`config.mk`:
```
export PLATFORM = sky130hd
export DESIGN_NAME = multi_channel_edge_detector
export DESIGN_NICKNAME = d
export VERILOG_FILES = /design/src/rtl/multi_channel_edge_detector.sv
export SDC_FILE = /design/constraint.sdc
export NUM_CORES = 1
export LEC_CHECK = 0
export ABC_AREA = 1
export ABC_CLOCK_PERIOD_IN_PS = 1500
export CAP_MARGIN = 30
export CORE_ASPECT_RATIO = 0.6
export CORE_MARGIN = 5
export CORE_UTILIZATION = 23
export CTS_BUF_LIST = sky130_fd_sc_hd__clkbuf_8
export CTS_CLUSTER_SIZE = 16
export DETAILED_ROUTE_END_ITERATION = 8
export PLACE_DENSITY_LB_ADDON = 0.1
export SLEW_MARGIN = 20
export SYNTH_ARGS = -nofsm -noshare
export SYNTH_HDL_FRONTEND = slang
export SYNTH_SLANG_ARGS = --single-unit
```
`constraint.sdc`:
```
create_clock -name clock -period 1.5 [get_ports clock]
set_clock_uncertainty 0.2 [all_clocks]
set_input_delay 0.3 -clock clock [delete_from_list [all_inputs] [get_ports clock]]
set_output_delay 0.3 -clock clock [all_outputs]
set_load 0.1 [all_outputs]
```
`src/rtl/multi_channel_edge_detector.sv`:
```
// ---------------------------------------------------------------------------
// MultiChannelEdgeDetector
//
// Conditions a bank of independent asynchronous input lines so the
// interrupt/status logic of a peripheral can use them. Each channel passes
// through four stages in order:
//   1. a shift-register synchroniser,
//   2. a debounce filter that only accepts a level after it has been stable
//      for FILTER_CYCLES synchronised cycles,
//   3. rising / falling / any edge detection on the filtered level,
//   4. sticky pending flags that capture the mode-selected edges until they
//      are cleared.
//
// Parameters:
//   WIDTH         number of independent channels (1..32)
//   SYNC_STAGES   synchroniser flip-flops per channel (>= 2)
//   FILTER_CYCLES cycles a new level must hold before acceptance (>= 1)
//   RESET_LEVEL   level loaded into synchroniser/filter/previous flops (0/1)
//
// Ports:
//   clock        system clock
//   reset        asynchronous reset, active low
//   dataIn       raw asynchronous channel inputs
//   mode         per-channel capture mode, bits [2i+1:2i]:
//                00 off, 01 rising, 10 falling, 11 both
//   clear        per-channel pending clear, sampled on clock
//   filteredOut  debounced level per channel
//   risingEdge   one-cycle pulse when the filtered level goes 0->1
//   fallingEdge  one-cycle pulse when the filtered level goes 1->0
//   anyEdge      risingEdge | fallingEdge
//   pending      sticky flags of mode-selected edges
//   interrupt    OR of all pending bits
// ---------------------------------------------------------------------------
module multi_channel_edge_detector #(
    parameter int WIDTH         = 8,
    parameter int SYNC_STAGES   = 2,
    parameter int FILTER_CYCLES = 4,
    parameter int RESET_LEVEL   = 0
) (
    input  logic                 clock,
    input  logic                 reset,
    input  logic [WIDTH-1:0]     dataIn,
    input  logic [2*WIDTH-1:0]   mode,
    input  logic [WIDTH-1:0]     clear,
    output logic [WIDTH-1:0]     filteredOut,
    output logic [WIDTH-1:0]     risingEdge,
    output logic [WIDTH-1:0]     fallingEdge,
    output logic [WIDTH-1:0]     anyEdge,
    output logic [WIDTH-1:0]     pending,
    output logic                 interrupt
);

    // One extra counter bit keeps FILTER_CYCLES = 1 legal (a 1-bit counter
    // that simply never leaves 0).
    localparam int COUNT_WIDTH = $clog2(FILTER_CYCLES) + 1;
    localparam logic [COUNT_WIDTH-1:0] COUNT_LAST = COUNT_WIDTH'(FILTER_CYCLES - 1);
    localparam logic [COUNT_WIDTH-1:0] COUNT_ONE  = COUNT_WIDTH'(1);
    localparam logic [WIDTH-1:0] RESET_WORD = (RESET_LEVEL != 0) ? {WIDTH{1'b1}} : {WIDTH{1'b0}};

    logic [WIDTH-1:0]       syncChain [SYNC_STAGES];
    logic [WIDTH-1:0]       syncOut;
    logic [COUNT_WIDTH-1:0] filterCount [WIDTH];
    logic [WIDTH-1:0]       filtered;
    logic [WIDTH-1:0]       previousFiltered;
    logic [WIDTH-1:0]       captureSet;
    logic [WIDTH-1:0]       pendingReg;

    // Synchroniser: a plain shift chain per channel. Nothing may sit between
    // stages, otherwise the metastability settling time is eaten by logic.
    // Reset loads RESET_LEVEL so an input idling at that level does not look
    // like a change once reset is released.
    always_ff @(posedge clock or negedge reset) begin
        if (!reset) begin
            for (int s = 0; s < SYNC_STAGES; s++) begin
                syncChain[s] <= RESET_WORD;
            end
        end else begin
            syncChain[0] <= dataIn;
            for (int s = 1; s < SYNC_STAGES; s++) begin
                syncChain[s] <= syncChain[s-1];
            end
        end
    end

    assign syncOut = syncChain[SYNC_STAGES-1];

    // Debounce filter: the counter measures how long the synchronised level
    // has disagreed with the accepted level. Any return to agreement restarts
    // it from zero, so only an uninterrupted run of FILTER_CYCLES differing
    // samples moves the filtered level.
    always_ff @(posedge clock or negedge reset) begin
        if (!reset) begin
            filtered <= RESET_WORD;
            for (int ch = 0; ch < WIDTH; ch++) begin
                filterCount[ch] <= '0;
            end
        end else begin
            for (int ch = 0; ch < WIDTH; ch++) begin
                if (syncOut[ch] == filtered[ch]) begin
                    filterCount[ch] <= '0;
                end else if (filterCount[ch] == COUNT_LAST) begin
                    filtered[ch]    <= syncOut[ch];
                    filterCount[ch] <= '0;
                end else begin
                    filterCount[ch] <= filterCount[ch] + COUNT_ONE;
                end
            end
        end
    end

    // Previous filtered level, one cycle behind, so that edges show up as a
    // single-cycle difference between the two registers.
    always_ff @(posedge clock or negedge reset) begin
        if (!reset) begin
            previousFiltered <= RESET_WORD;
        end else begin
            previousFiltered <= filtered;
        end
    end

    // Edge pulses come straight from registers, so they are glitch-free and
    // last exactly one cycle.
    assign filteredOut = filtered;
    assign risingEdge  = filtered & ~previousFiltered;
    assign fallingEdge = ~filtered & previousFiltered;
    assign anyEdge     = filtered ^ previousFiltered;

    // Select which edges each channel captures: mode bit 2i enables rising,
    // bit 2i+1 enables falling. Mode 00 blocks capture but leaves the edge
    // pulses and filtered level untouched.
    always_comb begin
        captureSet = '0;
        for (int ch = 0; ch < WIDTH; ch++) begin
            captureSet[ch] = (mode[2*ch] & risingEdge[ch]) | (mode[2*ch+1] & fallingEdge[ch]);
        end
    end

    // Sticky pending flags. A new capture is OR-ed in after the clear mask,
    // so an edge arriving in the same cycle as a clear is never lost.
    always_ff @(posedge clock or negedge reset) begin
        if (!reset) begin
            pendingReg <= '0;
        end else begin
            pendingReg <= captureSet | (pendingReg & ~clear);
        end
    end

    assign pending   = pendingReg;
    assign interrupt = |pendingReg;

endmodule

```
==> results.md <==
- Drt wl/cell: 11.0 um
- Fin cells: 594
- Nature of the critical path endpoint: output port
- Hold Startpoint: syncChain[12]
- Final worst slack: -0.353 ns
- Die H: 94.5 um
- Share of layout cells above drive strength 1: 44.7%
- DR vias: 2119
- Fill cell count: 1069
- Reg2reg setup slack: 0.11 ns
- Register bit total from synthesis: 64
- Row cnt: 30
- Critical path class: reg -> out
- Routability cong.: 0.693
- Vias per inst: 3.57
- Initial antenna violation count: 0
- Sum Neg Setup Slack: -9.59 ns
- WHS: 0.148 ns
- Antenna Nets Post-Route: 0
- Cell variety after synth: 11
- Max-cap violations: 0
- DP Worst Slack: -0.0103 ns
- Hold Path Depth: 0
- Vias in the first global route: 2109
- # clock sinks: 64
- Grt total ovfl: 0
- Initial Utilization: 23.9%
- First-pass GRT wire length: 10.4 mm
- Post-route minimum period: 1.85 ns
- Tcrit/Tclk final: 124%
- Reg-to-reg endpoint: filterCount[18]
- Worst Max-Slew Pin Slew: 0.360 ns
- Status: complete, but fails checks
- Worst Path Required: 1.00 ns
- Die area: 14200 um^2
- Overall die width: 151 um
- Largest net degree at the start of global routing: 65
- Reg2reg start: filteredOut[1]
- Net count after synthesis: 345
- Hold crit path type: reg -> reg
- Synthesized area: 2730 um^2
- H-tree Lvls: 3
- DP HPWL: 4.73 mm
- Clock latency at the later pin of the worst-skew pair: 0.34 ns
- Max-slew violation count: 0
- Post-Syn Area per Cell: 9.53 um^2
- Gate Count Post-Synth: 287
- Synth top area share: 58.6%
- TritonCTS buffer count: 9
- Total GRT Usage: 9.55%
- Max_slew headroom: 76.0%
- Root Buffer: clkbuf_8
- Final Setup Violations: 41
- Violated checks: setup timing
- Sink of the worst hold path: syncOut[4]
- Top Ports: 75
- DRT Wirelength: 6.52 mm
- Drt first pass iters: 2
- Max Fclk: 540 MHz
- Number of port buffers: 74
- Nets: 487
- Clock-pin slew on the worst setup and hold paths: 0.07 ns
- Largest fanout on the critical path: 3
- Clock buffer depth: 2
- Area contributors post-synth: dfrtp_1, ha_1, nand2_1, inv_1, nand2_2
- Iteration-0 DRC Markers: 43
- Synth area leader: dfrtp_1
- Seq/Total Area, Yosys: 58.6%
- Post-route DRC violation count: 0
- Synth-to-Final Area Change: 88.1%
- Core area: 11400 um^2
- Critical Path Source Type: flop
- Ant diodes: 0
- Final Hold Fails: 0
- Synth warn: 0
- Worst R2R Path Depth: 6
- DP Cell Count: 548
- CTS tree: yes
- Arrival @ worst endpoint: 1.35 ns
- RSZ-0062 raised after global routing: true
==> cells by family (layout without fill, tap and decap cells) <==
kind of cell	count (synthesis)	after routing	synth area share, %
adder cells (fa/ha/maj)	24	24	11.0
AO/OA/AOI/OAI	8	8	1.46
AND/OR/NAND/NOR	125	125	19.9
flip-flops	64	64	58.6
buffers and inverters	66	213	9.06
==> layout by cell type, fill, tap and decap left out, types with 3 or more instances in the layout <==
cell type / count
dfrtp_4: 16
buf_12: 42
buf_4: 32
clkinv_2: 3
clkinvlp_4: 10
clkdlybuf4s50_1: 32
nand2_4: 3
nand2_1: 62
or2_1: 8
ha_1: 8
inv_4: 9
inv_1: 43
dfrtp_1: 48
buf_6: 23
o21ai_0: 8
ha_4: 15
clkbuf_8: 9
nand3_1: 8
inv_2: 7
nor2_1: 22
nand2_2: 18
==> cell usage after synthesis, drive strengths merged <==
cell and n:
nand3 8, nand2 83, dfrtp 64, nor2 26
inv 66, ha 24, or2 8, o21ai 8
==> worst max path at each step <==
stage                              start          to  slack (ns)  cells after the start
after global placement        pending[6]   interrupt      -0.005                      5
final                     filteredOut[1]  anyEdge[1]       -0.35                      4
after detailed placement      pending[6]   interrupt       -0.01                      5
after floorplan           filteredOut[2]  anyEdge[2]       -0.36                      3
after global routing      filteredOut[2]  anyEdge[2]       -0.42                      4
after CTS                 filteredOut[2]  anyEdge[2]       -0.38                      4
==> registers in the layout (all words and copies together), names as in the netlist <==
name	count
filteredOut	8
syncOut	8
filterCount	24
syncChain	8
previousFiltered	8
pending	8
==> metal layers <==
metal	vias to the layer above	wire length [um]	global-route usage, %	part of all wire [%]
li1	1121	-	-	-
met1	941	3200	12.9	49
met2	48	2760	13.5	42
met3	9	459	4.08	7.0
met4	0	95	3.62	1.5
met5	-	0	0	0
==> final cells by class <==
class / count / area, um^2 / area share [%]
Multi-Input combinational cell: 157 / 1120 / 21.7
Timing Repair Buffer: 131 / 1680 / 32.6
Inverter: 66 / 300 / 5.84
Sequential cell: 64 / 1660 / 32.3
Tap cell: 160 / 200 / 3.89
Clock inverter: 7 / 63.8 / 1.24
Clock buffer: 9 / 124 / 2.41
==> critical path: stages, from the launching register on <==
cell,delay (ns)
dfrtp_4,0.51
inv_4,0.07
ha_4,0.19
clkinvlp_4,0.08
buf_12,0.16
==> repair_timing <==
item | CTS | global route
hold endpoints to repair | 64 | 0
hold buffers | 1 | 0
buffers inserted | 21 | 13
pin swaps | 14 | 5
endpoints found under the setup margin | 41 | 41
gates resized for setup | 29 | 18
==> per-stage QoR <==
step / cell area, um^2 / utilization, %
6_report: 5140 / 44.9
4_1_cts: 5010 / 43.8
5_1_grt: 5140 / 44.9
3_3_place_gp: 4540 / 39.6
3_5_place_dp: 4540 / 39.6
2_1_floorplan: 2980 / -
Power is not shown: default switching activity piles up to over one toggle a cycle in this logic, so the estimate is an artifact.
==> edit, RTL diff (config.mk and constraints unchanged) <==
Register the outputs `anyEdge` and `interrupt`; this adds one clock of latency there. The other outputs are not delayed to match.
--- a/src/rtl/multi_channel_edge_detector.sv
+++ b/src/rtl/multi_channel_edge_detector.sv
@@ -125,3 +125,2 @@
     assign fallingEdge = ~filtered & previousFiltered;
-    assign anyEdge     = filtered ^ previousFiltered;
 
@@ -148,3 +147,6 @@
     assign pending   = pendingReg;
-    assign interrupt = |pendingReg;
+    always_ff @(posedge clock) begin
+        anyEdge   <= filtered ^ previousFiltered;
+        interrupt <= |pendingReg;
+    end
 
Function: changed (Yosys sat finds a counterexample within 10 cycles, from zero or initial values and one cycle with reset low).
==> edit against the unedited design <==
- the run still ends with setup timing left
- routed wire length rose by 3.0%
- sequential cell count is 9 higher
- critical path depth shrank 1
- area after synthesis increased by 6.9%
- design area down 0.61%
- die area is 6.3% higher
- worst setup slack improved by 95 ps
- final cell count fell by 0.67%
- utilization decreased by 3.2 points
- critical endpoint is now fallingEdge[4]
- largest cell class is now registers
Power is left out: the tool's default activity adds up to more than one toggle a clock period on the data nets, which glitch-free logic cannot reach.
==> edit: results (changes against the unedited design) <==
Clock tree
  • CTS H-tree depth: 3 (unchanged)
  • Setup Fix Bufs, Post-CTS: 26 (+24%)
  • Clk buf depth: 2 (unchanged)
  • CTS root buf: clkbuf_8
  • Hold_buf cts: 1 (unchanged)
  • Clock Latency Late Sink: 340 ps (about the same)
  • Number of gates resized after CTS: 7 (-76%)
  • Clk pin slew, worst setup/hold paths: ~80 ps
  • Clock buffer count from CTS: 9 (unchanged)

Timing
  • Worst setup margin: -257 ps (+95.4 ps)
  • Final hold viol count: 0 (unchanged)
  • Slew HR: 80.3% (+4.3 points)
  • Setup violators final: 24 (-41%)
  • Worst Hold Margin: 146 ps (-1.68 ps)
  • Setup TNS: -4830 ps (+4760 ps)

Logic synthesis
  • Top post-synthesis cells by area: dfrtp_1 (55%), ha_1 (10%), nand2_1 (8.6%), inv_1 (7.5%), dfxtp_1 (6.2%)
  • Top cells by instance count after synthesis: nand2_1 (67), dfrtp_1 (64), inv_1 (58), ha_1 (24), nor2_1 (21)
  • Sequential share of the synthesized area: 61.0% (+2.4 points)
  • Async S/R FF share, synth: 87.7% (-12 points)
  • Syn. warnings: 0 (unchanged)
  • Mapped Cells: 296 (+3.1%)
  • Syn nets: 354 (+2.6%)
  • Distinct cells, synth: 12 (+1)

Place
  • DP HPWL: 5130 um (+8.5%)
  • Placement Cell Area: 4590 sq um (+1.2%)
  • Setup WS pre-CTS: 72.0 ps (+82.3 ps)
  • PortBufs: 74 (unchanged)
  • GP Congestion: 0.689 (-0.56%)
  • Placed cells: 539 (-1.6%)

Finish
  • # fillers: 1181 (+10%)
  • Ant diodes: 0 (unchanged)
  • Fin cells: 590 (-0.67%)
  • # nets final: 478 (-1.8%)
  • Max reg flops: 24 (unchanged)
  • Share of cells above drive strength 1: 35.1% (-9.6 points)

Routing
  • First-pass DRT Iterations: 4 (+2)
  • Per-cell routed wire length: 11.4 um (+3.7%)
  • DRC marker count from the first detailed-route iteration: 39 (-9.3%)
  • Via Count: 2134 (+0.71%)

Critical path
  • Worst-case reg-to-reg path depth: 5 (-1)
  • Worst R2R Start: filteredOut[3]
  • Crit path capture: fallingEdge[4]
  • Internal reg-to-reg setup slack: 210 ps (+100 ps)
  • WP data arrival: 1260 ps (-90 ps)
  • Crit-path max FO: 4 (+1)
  • Reg2reg end: filterCount[14]
  • Setup crit start: filteredOut[4]

Global routing
  • Largest net degree at the start of global routing: 23 (-65%)
  • Total global-route track usage: 9.22% (-0.33 points)
  • Vias in the first global route: 2046 (-3.0%)
  • Global-route wire length before repair: 10900 um (+4.9%)
  • Initial antenna violation count: 0 (unchanged)

Worst hold path
  • WHS Endpoint: syncOut[4]
  • Worst hold path class: flip-flop to flip-flop

Outcome
  • Run status: complete, but fails checks
  • Failing checks: setup timing

Job
  • Max Cap Viol: 0 (unchanged)
-- edit: cell families (layout without fill, tap and decap cells) --
family / Yosys count / after routing / share of synthesized area [%]
buffers and inverters: 66 / 195 / 8.48
flip-flops: 73 / 73 / 61.0
adder cells (fa/ha/maj): 24 / 24 / 10.3
AND/OR/NAND/NOR: 125 / 125 / 18.9
AO/OA/AOI/OAI: 8 / 8 / 1.37
-- edit: area by class of cell --
class / count / area [sq um] / share of cell area (%)
Sequential cell: 73 / 1810 / 35.5
Tap cell: 165 / 206 / 4.04
Clock inverter: 5 / 71.3 / 1.40
Clock buffer: 11 / 151 / 2.96
Inverter: 66 / 268 / 5.24
Timing Repair Buffer: 113 / 1510 / 29.5
Multi-Input combinational cell: 157 / 1090 / 21.4
-- edit: routing by layer --
layer / global-route usage, % / vias to the layer above / routed length (um)
met5: 0 / - / 0
met4: 2.82 / 0 / 76
met3: 4.09 / 6 / 325
met2: 11.7 / 43 / 2660
met1: 13.7 / 972 / 3650
li1: - / 1113 / -
